File: src/rtl/seg_pkg.sv
// Purpose : shared constants for the hex 7-segment scan display (decode table, off patterns).
// Latency : n/a (constants and pure functions only).
// Backpressure: n/a.
//
// Contents:
//   NUM_DIGITS / DIG_W : digit count and digit-index width
//   SEG_OFF / AN_OFF   : all-segments-off and all-anodes-off patterns (active low)
//   HEX_SEG            : 16-entry nibble -> {g,f,e,d,c,b,a} table, active low
//   an_for_digit()     : one-hot-low anode pattern for a digit index
package seg_pkg;

    localparam int NUM_DIGITS = 4;
    localparam int DIG_W      = $clog2(NUM_DIGITS);

    localparam logic [6:0] SEG_OFF = 7'b1111111;
    localparam logic [3:0] AN_OFF  = 4'b1111;

    // Segment order is {g,f,e,d,c,b,a}; a 0 lights the segment.
    localparam logic [6:0] HEX_SEG [16] = '{
        7'b1000000,  // 0
        7'b1111001,  // 1
        7'b0100100,  // 2
        7'b0110000,  // 3
        7'b0011001,  // 4
        7'b0010010,  // 5
        7'b0000010,  // 6
        7'b1111000,  // 7
        7'b0000000,  // 8
        7'b0010000,  // 9
        7'b0001000,  // A
        7'b0000011,  // b
        7'b1000110,  // C
        7'b0100001,  // d
        7'b0000110,  // E
        7'b0001110   // F
    };

    // Drive a low on the selected digit's anode only.
    function automatic logic [3:0] an_for_digit(input logic [DIG_W-1:0] d);
        return ~(4'b0001 << d);
    endfunction

endpackage

File: src/rtl/hex_to_seg7.sv
// Purpose : combinational hex nibble to 7-segment (active-low) decoder.
// Latency : 0 cycles (pure lookup).
// Backpressure: none; output follows input.
//
// Ports:
//   nib : 4-bit hex digit in
//   seg : {g,f,e,d,c,b,a} out, active low
module hex_to_seg7
    import seg_pkg::*;
(
    input  logic [3:0] nib,
    output logic [6:0] seg
);

    assign seg = HEX_SEG[nib];

endmodule

File: src/rtl/hex4_seg_scan.sv
// Purpose : time-multiplexes a 16-bit value as four hex digits on a common-anode 7-segment display.
// Latency : outputs registered, 1 cycle from scan state; value reaches the display on the frame after it is sampled.
// Backpressure: none; hold=1 freezes the frame snapshot, scanning never stalls.
//
// Ports:
//   clk        : system clock, rising edge
//   rst        : synchronous active-high reset
//   value      : 16-bit value to show, value[3:0] is digit 0 (rightmost)
//   hold       : 1 keeps the current snapshot at the frame boundary
//   seg        : segments {g,f,e,d,c,b,a}, active low
//   dp         : decimal point, active low, always off
//   an         : digit anodes, active low one-hot, an[0] is digit 0
//   frame_tick : one-cycle pulse during the blank cycle of each digit-0 slot
module hex4_seg_scan
    import seg_pkg::*;
#(
    parameter int SCAN_DIV = 50000,
    parameter bit BLANK_LZ = 1'b0
) (
    input  logic        clk,
    input  logic        rst,
    input  logic [15:0] value,
    input  logic        hold,
    output logic [6:0]  seg,
    output logic        dp,
    output logic [3:0]  an,
    output logic        frame_tick
);

    localparam int             PW       = $clog2(SCAN_DIV);
    localparam logic [PW-1:0]  PRE_LAST = PW'(SCAN_DIV - 1);
    localparam logic [PW-1:0]  PRE_ONE  = PW'(1);

    // Scan position of the cycle whose outputs are produced at the next edge.
    logic [PW-1:0]    pre;
    logic [DIG_W-1:0] dig;
    logic [15:0]      snap;

    logic             pre_wrap;
    logic             frame_end;
    logic [3:0]       cur_nib;
    logic [6:0]       dec_seg;
    logic             lz_blank;
    logic             blank_cyc;

    logic [6:0]       seg_nxt;
    logic [3:0]       an_nxt;
    logic             tick_nxt;

    assign pre_wrap  = (pre == PRE_LAST);
    assign frame_end = pre_wrap && (dig == DIG_W'(NUM_DIGITS - 1));
    assign blank_cyc = (pre == '0);

    always_comb begin
        cur_nib = snap[3:0];
        case (dig)
            2'd0: cur_nib = snap[3:0];
            2'd1: cur_nib = snap[7:4];
            2'd2: cur_nib = snap[11:8];
            2'd3: cur_nib = snap[15:12];
            default: cur_nib = snap[3:0];
        endcase
    end

    hex_to_seg7 u_dec (
        .nib (cur_nib),
        .seg (dec_seg)
    );

    // A digit above 0 is a leading zero when it and every digit to its left are zero.
    always_comb begin
        lz_blank = 1'b0;
        if (BLANK_LZ) begin
            case (dig)
                2'd1: lz_blank = (snap[15:4]  == 12'h000);
                2'd2: lz_blank = (snap[15:8]  == 8'h00);
                2'd3: lz_blank = (snap[15:12] == 4'h0);
                default: lz_blank = 1'b0;
            endcase
        end
    end

    // Pre-slot blank cycle keeps adjacent digits from ghosting into each other.
    always_comb begin
        an_nxt   = AN_OFF;
        seg_nxt  = SEG_OFF;
        tick_nxt = blank_cyc && (dig == '0);
        if (!blank_cyc && !lz_blank) begin
            an_nxt  = an_for_digit(dig);
            seg_nxt = dec_seg;
        end
    end

    always_ff @(posedge clk) begin
        if (rst) begin
            pre        <= '0;
            dig        <= '0;
            snap       <= 16'h0000;
            an         <= AN_OFF;
            seg        <= SEG_OFF;
            dp         <= 1'b1;
            frame_tick <= 1'b0;
        end else begin
            pre <= pre_wrap ? '0 : pre + PRE_ONE;
            if (pre_wrap) begin
                dig <= dig + DIG_W'(1);
            end
            // Snapshot only at the frame boundary so a frame never mixes old and new nibbles.
            if (frame_end && !hold) begin
                snap <= value;
            end
            an         <= an_nxt;
            seg        <= seg_nxt;
            dp         <= 1'b1;
            frame_tick <= tick_nxt;
        end
    end

endmodule

File: config.mk
export PLATFORM = sky130hd
export DESIGN_NAME = hex4_seg_scan
export DESIGN_NICKNAME = d
export VERILOG_FILES = /design/src/rtl/seg_pkg.sv /design/src/rtl/hex_to_seg7.sv /design/src/rtl/hex4_seg_scan.sv
export SDC_FILE = /design/constraint.sdc
export NUM_CORES = 1
export LEC_CHECK = 0
export BUFFER_PORTS_ARGS = -buffer_cell sky130_fd_sc_hd__buf_2
export CORE_ASPECT_RATIO = 2
export CORE_MARGIN = 2
export CORE_UTILIZATION = 55
export CTS_CLUSTER_SIZE = 8
export DETAILED_ROUTE_END_ITERATION = 16
export HOLD_SLACK_MARGIN = 0.08
export PLACE_DENSITY = 0.82
export SLEW_MARGIN = 5
export SYNTH_ARGS = -nofsm -noshare
export SYNTH_HDL_FRONTEND = slang
export SYNTH_SLANG_ARGS = --single-unit
File: constraint.sdc
create_clock -name clk -period 8.4 [get_ports clk]
set_clock_uncertainty 0.05 [all_clocks]
set_input_delay 2.52 -clock clk [delete_from_list [all_inputs] [get_ports clk]]
set_output_delay 2.52 -clock clk [all_outputs]
set_load 0.01 [all_outputs]
# --- Word level (Yosys, flattened, before mapping) ---
# Memory sizes are Yosys's and may differ from the RTL's. A register that Yosys moved wholly into a read port is not among the register bits.
# Cells that the tools add are included.
op_classes:
  eq_ne: 4
  reduce_logical: 8
  n_shift: 1
  n_bitwise: 2
  add_sub_neg: 2
  n_mux: 1
ops:
  columns: ["cell", "n"]
  rows:
  - ["$add 16x1->16 const B", 1]
  - ["$eq 16x16->1 const B", 1]
  - ["$logic_not 16->1", 1]
  - ["$pmux 4 s4", 1]
  - ["$not 4->5", 1]
  - ["$eq 2x2->1 const B", 2]
  - ["$not 4->4", 1]
  - ["$reduce_or 2->1", 2]
  - ["$shl 1x2->4 const A", 1]
  - ["$logic_and 1x1->1", 3]
  - ["$add 2x1->2 const B", 1]
  - ["$eq 2x1->1 const B", 1]
  - ["$logic_not 2->1", 1]
  - ["$logic_not 1->1", 1]
word_totals:
  reg_bits: 39
  input_bits: 19
  wordCells: 24
  mem_bits_ro: 112
  n_memories: 1
  out_inout_bits: 13
memory_table:
  columns: ["memory", "words", "width", "rd", "rd_clocked_by_memory_dff", "wr", "line_no", "source"]
  rows:
  - ["(name not given)", 16, 7, 1, 1, 0, "hex_to_seg7.sv:15", "assign seg = HEX_SEG[nib];"]

# --- Logic depth before layout (Yosys ltp) ---
depth:
  depth_word: 3
  depth_mapped: 11

# --- Hierarchy ---
# Synthesis repeated with hierarchy kept, for this count alone.
hier_totals:
  hier_cells: 253
  area_unflattened_um2: 2269.7
modules_own_cells:
  columns: ["mod", "instances", "cells_per_inst", "area_each_um2", "seq_area_each_um2"]
  rows:
  - ["hex4_seg_scan", 1, 220, 2000.7, 920.9]
  - ["hex_to_seg7", 1, 33, 269.0, 0.0]

# --- Least setup slack after synthesis ---
# No wires, ideal clock.
synth_timing:
  kind: "input-to-reg"
  startpoint: "input port hold"
  endpoint: "register snap[15]"
  t_required_ns: 8.280
  slack_ns: 4.961
  n_path_buf: 2
  setup_ns: 0.070
  path_stages: 5
  arrival_ns: 3.319
  path_cell_list: "nor2b_1 -> clkbuf_1 -> clkbuf_1 -> nand3_1 -> a21oi_1"
synth_between:
  elab_chain_cells: 2
synth_rtl:
  columns: ["item", "line_no", "source"]
  rows:
  - ["from (decl)", "hex4_seg_scan.sv:23", "input logic hold,"]
  - ["$logic_not 1->1", "hex4_seg_scan.sv:109", "if (frame_end && !hold) begin"]
  - ["$logic_and 1x1->1", "hex4_seg_scan.sv:109", null]
  - ["to (signal assigned)", "hex4_seg_scan.sv:110", "snap <= value;"]
  - ["to (decl)", "hex4_seg_scan.sv:37", "logic [15:0] snap;"]
# Every way passes these cells.
# A chain may end at the register's enable or synchronous reset.

# --- Worst setup path after layout ---
layout_timing:
  startpoint: "input port rst"
  endpoint: "register seg[0]"
layout_between:
  elab_chain_cells: 1
layout_rtl:
  columns: ["item", "line_no", "source"]
  rows:
  - ["from (decl)", "hex4_seg_scan.sv:21", "input logic rst,"]
  - ["$reduce_or 2->1 (no source line)", null, null]
  - ["to (decl)", "hex4_seg_scan.sv:24", "output logic [6:0] seg,"]
# Every way passes these cells.

==> run summary <==
Via/cell ratio - 6.04
Share of cells above drive strength 1 - 15.6%
First-pass GRT wire length - 8.53 mm
WHS - 424 ps
Distinct cell type count after synthesis - 47
Status - completed
RSZ-0062 raised after global routing - no
Layout area overhead - 9.66%
Die X - 49.1 um
CP Class - in -> reg
Max cap viols - 0
Critical path startpoint category - primary input
Slew headroom - 24.3%
Final hold violations - 0
Die H - 94.3 um
Final count of pins violating max slew - 0
Least-Margin Pin Slew - 1130 ps
Nets - 306
Crit Path Max Fanout - 22
Initial Util - 57.7%
#FFs+latches synth - 46
Worst EP required - 8490 ps
Syn_nets - 285
Commonest register cell after synthesis - dfxtp_1
Fmax - 263 MHz
Skew-Pair Late Insertion Delay - 310 ps
Worst vdd ir - 0.147 mV
P per Cell Area - 157 nW/um^2
Mux share of post-synthesis cell area - 1.79%
CTS Hold Bufs - 0
PostCTS Resize Cnt - 0
DRC - 0
Worst-path clk slew - 90 ps
Ranking of synthesized cells by area - dfxtp_1 41%, ha_1 6.7%, a21oi_1 6.3%, nand3_1 5.4%, o21ai_1 2.9%
CP Capture Type - register
Fin Setup TNS - 0 ps
Vias - 1976
Largest net degree at the start of global routing - 23
Largest family of logic cells by synthesized area - simple AND/OR/NAND/NOR gates
Xor/xnor cell area share of the yosys netlist - 3.91%
Period utilisation layout - 45.3%
Syn Inst Count - 254
DR pass1 iterations - 4
CTS Buf Count - 5
Final RePlAce weighted congestion - 0.847
FFs w/ async S/R, synth - 0%
Leakage - 0.857 nW
WL/cell - 15.3 um
Syn avg cell area - 8.82 um^2
Adder-cell share of the synthesized area - 6.70%
Worst Hold Class - reg -> reg
TritonCTS clock tree - done
Io pins - 32
# diodes - 0
Routed WL - 5.02 mm
Compound-Gate Fraction of Synth Area - 20.3%
Setup Fix Bufs, Post-CTS - 0
Vias in the first global route - 1922
Number of synthesized flops with an enable pin - 0
Area leader, netlist - dfxtp_1
Final Critical Period - 3810 ps
Worst EP arrival - 3900 ps
Core Area - 3880 um^2
Total track usage - 23.7%
Sequential share of the synthesized area - 41.1%
Synthesized cell area - 2240 um^2
Num rows - 32
I/O Buffers - 30
Initial antenna violation count - 0
Yosys warnings - 0
Simple logic cell fraction of the synthesized area - 20.8%
Num Clock Sinks - 46
Area share of the largest cell type after synthesis - 41.1%
Worst-case clock buffer depth - 2
Setup violators final - 0
Grt ovf - 0
Post-route ant nets - 0
Die area - 4630 um^2
H-Tree Level Count - 2
Clock Tree Root - clkbuf_8
HPWL Detailed - 3.54 mm
Iteration-0 DRC Markers - 55
==> worst paths after layout <==
path           from  endpoint  slack [ps]  cells after the start
min          pre[0]    pre[0]         420                      1
min reg2reg  pre[0]    pre[0]         420                      1
max             rst    seg[0]        4590                      4
max reg2reg  dig[0]    seg[3]        5330                     10
==> flip-flops by register name, summed over array words and instances (netlist names) <==
name / count
pre: 16
an: 4
seg: 7
snap: 16
dig: 2
frame_tick: 1
==> through the flow <==
step / total power [W] / setup slack, ps / utilization [%] / instance area, um^2 / instances
finish: 0.000386 / 4590 / 63.3 / 2460 / 327
global route: 0.000398 / 4480 / 63.3 / 2460 / 327
CTS: 0.000387 / 4580 / 63.3 / 2460 / 327
detailed placement: 0.000253 / 4250 / 61.0 / 2370 / 319
global placement: 0.000253 / 4310 / 61.0 / 2370 / 319
floorplan: 0.000243 / 4960 / - / 2240 / 254
==> layer usage <==
metal | track usage [%] | vias to the layer above | part of all wire (%)
met5 | 0 | - | 0
met4 | 10.5 | 0 | 2.2
met3 | 4.78 | 8 | 3.7
met2 | 44.4 | 50 | 55
met1 | 24.5 | 945 | 39
li1 | - | 973 | -
==> Yosys cell counts (3+ instances only) <==
master and instances:
dfxtp_1 46, xnor2_1 6, nand2_1 12, clkbuf_1 11, ha_1 12, nand4_1 7
a211o_1 3, inv_1 7, o221ai_1 3, xor2_1 4, or3_1 4, nor2_1 13
a222oi_1 4, nand3_1 24, buf_6 3, o21ai_1 13, nor3_1 3, nor2b_1 5
a21oi_1 28, o21ai_0 7, mux2i_1 4
==> cell usage in the layout, fill, tap and decap left out, types with 2 or more instances in the layout <==
master	instances
dfxtp_1	46
buf_2	30
a21oi_1	28
nand3_1	24
nor2_1	13
o21ai_1	13
nand2_1	12
ha_1	12
inv_1	7
nand4_1	7
o21ai_0	7
xnor2_1	6
nor2b_1	5
clkbuf_8	5
a222oi_1	4
mux2i_1	4
or3_1	4
xor2_1	4
nor3_1	3
a211o_1	3
o221ai_1	3
nor4_1	2
a21o_1	2
and4_1	2
or4_4	2
and3_1	2
o31ai_1	2
or4_1	2
nand2b_1	2
o211ai_1	2
==> area by class of cell <==
type	instances	area, um^2
clock buffers	5	68.8
clock inverters	3	21.3
fillers	365	1430
inverters	8	30.0
multi-input cells	184	1200
flip-flops and latches	46	921
well taps	51	63.8
repair buffers	30	150
==> logic make-up after synthesis <==
logic type,Yosys count
and+or+nand+nor,84
AOI/OAI and AO/OA,73
DFF,46
buffers and inverters,24
adders and majority gates,12
xor gates and xnor gates,10
muxes,4
other,1
==> critical path: stages <==
cell and delay (ps):
buf_2 220, a41oi_1 810, a21boi_0 260, a22oi_1 90
==> where the power goes <==
group	switching, W	leakage (nW)	total, W	internal, W
clock network	0.0000795	0.0441	0.000138	0.0000586
registers	0.00000232	0.374	0.000225	0.000223
logic	0.0000126	0.439	0.0000225	0.00000987
total	0.0000945	0.857	0.000386	0.000292
(Power assumes the default switching activity.)
